`config.mk`:
```
export PLATFORM = sky130hd
export DESIGN_NAME = fb_rect_writer_flat
export DESIGN_NICKNAME = d
export VERILOG_FILES = /design/src/rtl/fb_rect_writer_pkg.sv /design/src/rtl/fb_rect_writer_if.sv /design/src/rtl/fb_rect_writer_addr_gen.sv /design/src/rtl/fb_rect_writer.sv /design/src/flat_wrapper.sv
export SDC_FILE = /design/constraint.sdc
export NUM_CORES = 1
export LEC_CHECK = 0
export BUFFER_PORTS_ARGS = -buffer_cell sky130_fd_sc_hd__buf_2
export CAP_MARGIN = 20
export CORE_ASPECT_RATIO = 2
export CORE_MARGIN = 3
export CORE_UTILIZATION = 59
export DETAILED_ROUTE_END_ITERATION = 8
export GPL_ROUTABILITY_DRIVEN = 0
export PLACE_DENSITY = 0.78
export SYNTH_ARGS = -nofsm -noshare
export SYNTH_HDL_FRONTEND = slang
export SYNTH_SLANG_ARGS = --single-unit
```
`constraint.sdc`:
```
create_clock -name clk -period 3.2 [get_ports clk]
set_input_delay 0.32 -clock clk [delete_from_list [all_inputs] [get_ports clk]]
set_output_delay 0.32 -clock clk [all_outputs]
set_load 0.02 [all_outputs]
```
`src/rtl/fb_rect_writer_pkg.sv`:
```
// Shared frame-buffer definitions: geometry, pixel/address widths, writer
// state encoding and the window descriptor used by writer and readers.
package fb_pkg;

  localparam int VBUF_W    = 320;
  localparam int VBUF_H    = 240;
  localparam int FB_PIX_W  = 3;
  localparam int FB_ADDR_W = 17;

  typedef enum logic [1:0] {
    FBW_IDLE   = 2'd0,
    FBW_ACTIVE = 2'd1,
    FBW_DONE   = 2'd2
  } fbw_state_t;

  // Window request as presented on start.
  typedef struct packed {
    logic [8:0] x0;
    logic [7:0] y0;
    logic [8:0] w;
    logic [7:0] h;
  } fbw_win_t;

  // Window is legal when non-empty and fully inside the frame.
  // 10-bit sums so x0+w / y0+h cannot overflow before the compare.
  function automatic logic fbw_win_ok(input fbw_win_t win, input int vw, input int vh);
    logic [9:0] x_end;
    logic [9:0] y_end;
    x_end = {1'b0, win.x0} + {1'b0, win.w};
    y_end = {2'b0, win.y0} + {2'b0, win.h};
    return (win.w != 9'd0) && (win.h != 8'd0) &&
           (x_end <= 10'(vw)) && (y_end <= 10'(vh));
  endfunction

endpackage

```
`src/rtl/fb_rect_writer_if.sv`:
```
// Pixel stream handshake plus the single-port SRAM write bus.
// master = the writer, slave = stream source / SRAM side.
interface fb_rect_writer_if #(
  parameter int DATA_WIDTH = 3,
  parameter int ADDR_WIDTH = 17
);
  logic                  s_valid;
  logic [DATA_WIDTH-1:0] s_data;
  logic                  s_ready;
  logic                  sram_en;
  logic                  sram_we;
  logic [ADDR_WIDTH-1:0] sram_addr;
  logic [DATA_WIDTH-1:0] sram_data;

  modport master (
    input  s_valid, s_data,
    output s_ready, sram_en, sram_we, sram_addr, sram_data
  );

  modport slave (
    output s_valid, s_data,
    input  s_ready, sram_en, sram_we, sram_addr, sram_data
  );
endinterface

```
`src/rtl/fb_rect_writer_addr_gen.sv`:
```
// Window address stepper: column/row counters and row_base/addr walk.
// The only multiply (y0*VBUF_W) is by a constant and happens once on load.
module fb_addr_gen
  import fb_pkg::*;
#(
  parameter int VBUF_W     = fb_pkg::VBUF_W,
  parameter int ADDR_WIDTH = fb_pkg::FB_ADDR_W
) (
  input  logic                  clk,
  input  logic                  reset_n,
  input  logic                  load,
  input  logic                  step,
  input  fbw_win_t              win,
  output logic [ADDR_WIDTH-1:0] addr,
  output logic                  last
);

  localparam logic [ADDR_WIDTH-1:0] ROW_STEP = ADDR_WIDTH'(VBUF_W);

  logic [8:0]            w_q;
  logic [7:0]            h_q;
  logic [8:0]            col;
  logic [7:0]            row;
  logic [ADDR_WIDTH-1:0] row_base;
  logic [ADDR_WIDTH-1:0] start_base;
  logic                  col_end;

  assign start_base = ADDR_WIDTH'(win.y0) * ROW_STEP + ADDR_WIDTH'(win.x0);
  assign col_end    = (col == w_q - 9'd1);
  assign last       = col_end && (row == h_q - 8'd1);

  // Load the window origin on accept, then advance one pixel per write,
  // jumping to the next row_base at the end of each row.
  always_ff @(posedge clk) begin
    if (!reset_n) begin
      w_q      <= '0;
      h_q      <= '0;
      col      <= '0;
      row      <= '0;
      row_base <= '0;
      addr     <= '0;
    end else if (load) begin
      w_q      <= win.w;
      h_q      <= win.h;
      col      <= '0;
      row      <= '0;
      row_base <= start_base;
      addr     <= start_base;
    end else if (step) begin
      if (col_end) begin
        col      <= '0;
        row      <= row + 8'd1;
        row_base <= row_base + ROW_STEP;
        addr     <= row_base + ROW_STEP;
      end else begin
        col  <= col + 9'd1;
        addr <= addr + 1'b1;
      end
    end
  end

endmodule

```
`src/rtl/fb_rect_writer.sv`:
```
// Rectangular-window writer: streams pixels (valid/ready) or a fill colour
// into a window of the frame-buffer SRAM, then pulses done (or err when the
// window is rejected).
module fb_rect_writer
  import fb_pkg::*;
#(
  parameter int VBUF_W     = fb_pkg::VBUF_W,
  parameter int VBUF_H     = fb_pkg::VBUF_H,
  parameter int DATA_WIDTH = fb_pkg::FB_PIX_W,
  parameter int ADDR_WIDTH = fb_pkg::FB_ADDR_W
) (
  input  logic                  clk,
  input  logic                  reset_n,
  input  logic                  start,
  input  logic                  mode,
  input  logic [DATA_WIDTH-1:0] fill_color,
  input  logic [8:0]            x0,
  input  logic [7:0]            y0,
  input  logic [8:0]            win_w,
  input  logic [7:0]            win_h,
  fb_rect_writer_if.master      bus,
  output logic                  busy,
  output logic                  done,
  output logic                  err,
  output logic [16:0]           pix_count
);

  fbw_state_t            state;
  fbw_win_t              win_in;
  logic                  mode_q;
  logic [DATA_WIDTH-1:0] color_q;
  logic                  win_ok;
  logic                  accept;
  logic                  wr;
  logic                  last;
  logic [ADDR_WIDTH-1:0] addr;

  assign win_in = '{x0: x0, y0: y0, w: win_w, h: win_h};
  assign win_ok = fbw_win_ok(win_in, VBUF_W, VBUF_H);
  assign accept = (state == FBW_IDLE) && start && win_ok;
  // Fill writes every ACTIVE cycle; stream writes only on a valid pixel.
  assign wr     = (state == FBW_ACTIVE) && (mode_q || bus.s_valid);

  // Bus outputs are combinational so the write lands on the handshake edge;
  // address/data are held at zero when no write is issued.
  assign bus.s_ready   = (state == FBW_ACTIVE) && !mode_q;
  assign bus.sram_en   = busy;
  assign bus.sram_we   = wr;
  assign bus.sram_addr = wr ? addr : '0;
  assign bus.sram_data = !wr ? '0 : (mode_q ? color_q : bus.s_data);

  fb_addr_gen #(
    .VBUF_W     (VBUF_W),
    .ADDR_WIDTH (ADDR_WIDTH)
  ) u_addr_gen (
    .clk     (clk),
    .reset_n (reset_n),
    .load    (accept),
    .step    (wr),
    .win     (win_in),
    .addr    (addr),
    .last    (last)
  );

  // Job FSM: accept/reject in IDLE, count writes in ACTIVE, one-cycle DONE.
  always_ff @(posedge clk) begin
    if (!reset_n) begin
      state     <= FBW_IDLE;
      mode_q    <= 1'b0;
      color_q   <= '0;
      busy      <= 1'b0;
      done      <= 1'b0;
      err       <= 1'b0;
      pix_count <= '0;
    end else begin
      done <= 1'b0;
      err  <= 1'b0;
      case (state)
        FBW_IDLE: begin
          if (start) begin
            if (win_ok) begin
              mode_q    <= mode;
              color_q   <= fill_color;
              pix_count <= '0;
              busy      <= 1'b1;
              state     <= FBW_ACTIVE;
            end else begin
              err <= 1'b1;
            end
          end
        end
        FBW_ACTIVE: begin
          if (wr) begin
            pix_count <= pix_count + 17'd1;
            if (last) begin
              busy  <= 1'b0;
              done  <= 1'b1;
              state <= FBW_DONE;
            end
          end
        end
        FBW_DONE: state <= FBW_IDLE;
        default:  state <= FBW_IDLE;
      endcase
    end
  end

endmodule
```
`src/flat_wrapper.sv`:
```
// flat-port wrapper written by rule: the top's interface ports become plain ports
module fb_rect_writer_flat import fb_pkg::*;
#(
  parameter int VBUF_W     = fb_pkg::VBUF_W,
  parameter int VBUF_H     = fb_pkg::VBUF_H,
  parameter int DATA_WIDTH = fb_pkg::FB_PIX_W,
  parameter int ADDR_WIDTH = fb_pkg::FB_ADDR_W
)
  (clk, reset_n, start, mode, fill_color, x0, y0, win_w, win_h, busy, done, err, pix_count, bus_s_valid, bus_s_data, bus_s_ready, bus_sram_en, bus_sram_we, bus_sram_addr, bus_sram_data);
  fb_rect_writer_if #(.DATA_WIDTH(DATA_WIDTH), .ADDR_WIDTH(ADDR_WIDTH)) bus_i ();
  input  logic clk;
  input  logic reset_n;
  input  logic start;
  input  logic mode;
  input  logic [DATA_WIDTH-1:0] fill_color;
  input  logic [8:0] x0;
  input  logic [7:0] y0;
  input  logic [8:0] win_w;
  input  logic [7:0] win_h;
  output logic busy;
  output logic done;
  output logic err;
  output logic [16:0] pix_count;
  input wire logic [$bits(bus_i.s_valid)-1:0] bus_s_valid;
  input wire logic [$bits(bus_i.s_data)-1:0] bus_s_data;
  output wire logic [$bits(bus_i.s_ready)-1:0] bus_s_ready;
  output wire logic [$bits(bus_i.sram_en)-1:0] bus_sram_en;
  output wire logic [$bits(bus_i.sram_we)-1:0] bus_sram_we;
  output wire logic [$bits(bus_i.sram_addr)-1:0] bus_sram_addr;
  output wire logic [$bits(bus_i.sram_data)-1:0] bus_sram_data;
  assign bus_i.s_valid = bus_s_valid;
  assign bus_i.s_data = bus_s_data;
  assign bus_s_ready = bus_i.s_ready;
  assign bus_sram_en = bus_i.sram_en;
  assign bus_sram_we = bus_i.sram_we;
  assign bus_sram_addr = bus_i.sram_addr;
  assign bus_sram_data = bus_i.sram_data;
  fb_rect_writer #(.VBUF_W(VBUF_W), .VBUF_H(VBUF_H), .DATA_WIDTH(DATA_WIDTH), .ADDR_WIDTH(ADDR_WIDTH)) u_core (.clk(clk), .reset_n(reset_n), .start(start), .mode(mode), .fill_color(fill_color), .x0(x0), .y0(y0), .win_w(win_w), .win_h(win_h), .bus(bus_i), .busy(busy), .done(done), .err(err), .pix_count(pix_count));
endmodule
```
==> flow_summary_export.csv <==
group,metric,value,unit
logic_synthesis,yosys.area.top_type,"dfxtp_1",
timing,fmax,0.333,GHz
global_routing,grt_pass1_vias,6279,
cts,cts_tree,"yes",
critical_path,crit_type,"reg2reg",
logic_synthesis,synth_top_flop_cell,"dfxtp_1",
floorplan,core,0.0107,mm²
routing,drc,0,
timing,slew_viol_final,0,
finish,layout-drive-gt1-share,16.5,%
timing,fin_crit,3.00,ns
cts,post_cts_buffers,0,
logic_synthesis,synthTopCellsByArea,"dfxtp_1 (29%), ha_1 (7.5%), mux2i_1 (5.8%)",
job,maxCapViolations,0,
logic_synthesis,avgSynthCellArea,8.10,µm²
routing,via_per_inst,6.19,
logic_synthesis,ys_seq_area_share,28.9,%
cts,clock_sinks,94,
global_routing,grt_max_degree,39,
floorplan,start_util,61.0,%
critical_path,cp.required,3.48,ns
critical_path,cp_max_fo,9,
pwr,p_total,3.15,mW
global_routing,antenna_found_initial,0,
logic_synthesis,syn_nets,892,
floorplan,die_w,80.3,µm
routing,drt_pass1_iterations,5,
global_routing,grtUsageTotal,28.9,%
pwr,power_per_cell_area,422,mW/mm²
cts,clockRootBuffer,"clkbuf_16",
timing,finalClockSkew,0.00753,ns
critical_path,slowest_delay,0.63,ns
finish,layout.nets,974,
critical_path,crit_slowest_cell,"or4_4",
routing,drt-total-wl,17.7,mm
global_routing,grt_pass1_wl,28.8,mm
global_routing,gr-total-overflow,0,
finish,seq_area,0.00188,mm²
routing,avgRoutedWirePerCell,17.2,µm
timing,hold_viol,0,
pwr,peakVddDrop,0.297,mV
logic_synthesis,synth.top_cell.area_share,28.9,%
floorplan,die_y,155,µm
finish,area_growth,14.6,%
placed_design,portBuffers,87,
pwr,p_leak,3.19,nW
finish,fillers,870,
cts,clk_path_buf_depth,2,
critical_path,crit_path_start_kind,"flop",
critical_path,path_cells,"inv_1 > ha_1 > nand2b_1 > a311oi_1 > o2111ai_1 > buf_4 > or4_4 > mux2i_1 > mux2_1 > nor2_1",
routing,drt-initial-drc-count,414,
logic_synthesis,synth_edf_count,0,
finish,stdcell_count,1028,
cts,cts_max_level,3,
critical_path,end_kind,"flop",
timing,slew_headroom,42.4,%
routing,via_count,6364,
timing,setup_viol,0,
finish,fin_util,69.9,%
cts,numCtsBuffers,9,
placed_design,pre_cts_ws,-0.0321,ns
logic_synthesis,synthDistinctLibCells,70,
critical_path,critical_path_arrival,3.29,ns
timing,setup_ws,0.196,ns
logic_synthesis,ys_warn_count,0,
routing,ant_nets,0,
logic_synthesis,syn_area,0.00651,mm²
logic_synthesis,async_flop_share,0,%
critical_path,path_delay_family,"simple AND/OR/NAND/NOR gates",
floorplan,io_pins,88,
cts,clk_pin_slew,0.07,ns
hold_path,min_path_type,"in2reg",
placed_design,dp_hpwl,13.7,mm
floorplan,rows,53,
placed_design,place_inst,1012,
run_status,status,"finished, final reports clean",
cts,clkLatencyLatePin,0.35,ns
timing,period_share,93.9,%
finish,antennaDiodeCount,0,
timing,rsz0062_at_grt,"false",
logic_synthesis,ys_seq_elements,94,
finish,multiInputGateArea,0.00439,mm²
timing,tightest_slew,0.862,ns
logic_synthesis,syn_inst,804,
critical_path,cp_num_buf_inv,2,
floorplan,die_area,0.0124,mm²
## worst reg2reg max path, stage by stage (launching register included)
cell and delay (ns):
dfxtp_1 0.44, inv_1 0.07, ha_1 0.24, nand2b_1 0.17
a311oi_1 0.31, o2111ai_1 0.27, buf_4 0.26, or4_4 0.63
mux2i_1 0.17, mux2_1 0.30, nor2_1 0.08
## layout by cell type (no fill, tap or decap), drive strengths merged, types with 5 or more instances in the layout
cell,netlist,routed
clkbuf,25,12
mux2i,38,38
a211oi,7,7
and2,19,19
o21ai,36,36
a21o,5,5
or3,6,6
nor2,98,98
inv,24,24
and3,15,15
ha,39,39
nor3b,6,6
nand2b,7,7
nor2b,7,7
nand3b,6,6
o211ai,5,5
o2111ai,6,6
xnor2,41,41
a21oi,57,57
nand3,34,34
nor3,17,17
a31oi,15,15
nand4,16,16
buf,14,110
nor4,17,17
nand2,50,50
o22ai,13,13
xor2,34,34
dfxtp,94,94
## cell type report
cell class	instances	share of cell area, %
inverter	24	1.21
tap	137	2.30
multi-input combinational	647	58.8
timing repair buffer	110	8.48
clock buffer	12	3.57
clock inverter	4	0.402
sequential	94	25.2
## cells in the mapped netlist, types with 3 or more instances
cell type / count
nor2b_1: 7
inv_1: 24
xor2_1: 34
nor3_1: 12
nand3b_1: 6
o22ai_1: 13
a21o_1: 5
dfxtp_1: 94
buf_1: 3
xnor2_1: 41
buf_2: 8
nand2b_1: 7
o31ai_1: 3
nand3_1: 34
mux2i_1: 38
a21oi_1: 57
and2_1: 18
a31oi_1: 15
mux2_2: 3
a221o_1: 3
ha_1: 39
nor3b_1: 5
or3_1: 6
nor2_1: 98
and3_1: 15
nor4b_1: 3
o21ai_0: 34
clkbuf_1: 25
fa_1: 4
nor3_2: 5
o21bai_1: 3
o211ai_1: 4
nand4_1: 16
a211oi_1: 7
o2111ai_1: 6
nand2_1: 50
nor4_1: 16
## repair_timing
action | CTS | global route
endpoints found under the setup margin | 0 | 1
hold buffers | 0 | 0
gates resized for setup | 0 | 1
## logic make-up (layout without fill, tap and decap cells)
family,Yosys count,count (layout),synth area share [%]
AND/OR/NAND/NOR,312,312,24.7
AO/OA/AOI/OAI,175,175,17.0
flip-flops,94,94,28.9
XOR/XNOR,75,75,10.1
buffers and inverters,63,150,4.07
adder cells (fa/ha/maj),43,43,8.72
multiplexers,42,42,6.53
## routing by layer
metal	vias to the layer above	GRT usage (%)	share of wire (%)
met3	66	3.85	4.2
met5	-	0	0
met1	2987	30.7	37
met4	0	15.1	4.4
met2	238	53.4	54
li1	3073	-	-
## through the flow
step | hold WS (ns) | setup TNS [ns] | area, µm²
floorplan | 0.434 | 0 | 6510
global placement | 0.444 | 0 | 7160
detailed placement | 0.448 | -0.180 | 7160
CTS | 0.194 | 0 | 7460
global route | 0.217 | 0 | 7460
finish | 0.199 | 0 | 7460
## sequential cells by signal, indices dropped and copies added (netlist names)
| signal | cells |
|---|---|
| u_core.u_addr_gen.addr | 17 |
| u_core.color_q | 3 |
| u_core.done | 1 |
| u_core.u_addr_gen.row_base | 17 |
| u_core.u_addr_gen.col | 9 |
| u_core.u_addr_gen.h_q | 8 |
| u_core.u_addr_gen.row | 8 |
| u_core.bus.sram_en | 1 |
| u_core.pix_count | 17 |
| u_core.state | 2 |
| u_core.err | 1 |
| u_core.mode_q | 1 |
| u_core.u_addr_gen.w_q | 9 |
## report_power, final
| group | total [mW] | internal, mW | switching [mW] |
|---|---|---|---|
| clock network | 1.06 | 0.592 | 0.465 |
| logic | 0.780 | 0.331 | 0.449 |
| registers | 1.31 | 1.23 | 0.0784 |
| total | 3.15 | 2.16 | 0.992 |
## worst paths after layout
path / startpoint / cells after the start / endpoint / slack (ns)
hold / removal: fill_color[2] / 3 / u_core.color_q[2]$_SDFFE_PN0N_ / 0.20
hold reg to reg: u_core.u_addr_gen.row_base[1]$_SDFFE_PN0P_ / 2 / u_core.u_addr_gen.row_base[1]$_SDFFE_PN0P_ / 0.46
setup reg to reg: u_core.u_addr_gen.w_q[0]$_SDFFE_PN0N_ / 10 / u_core.u_addr_gen.row_base[7]$_SDFFE_PN0P_ / 0.20
setup / recovery: u_core.u_addr_gen.w_q[0]$_SDFFE_PN0N_ / 10 / u_core.u_addr_gen.row_base[7]$_SDFFE_PN0P_ / 0.20
Note: power is estimated with default switching activity, not from simulation.
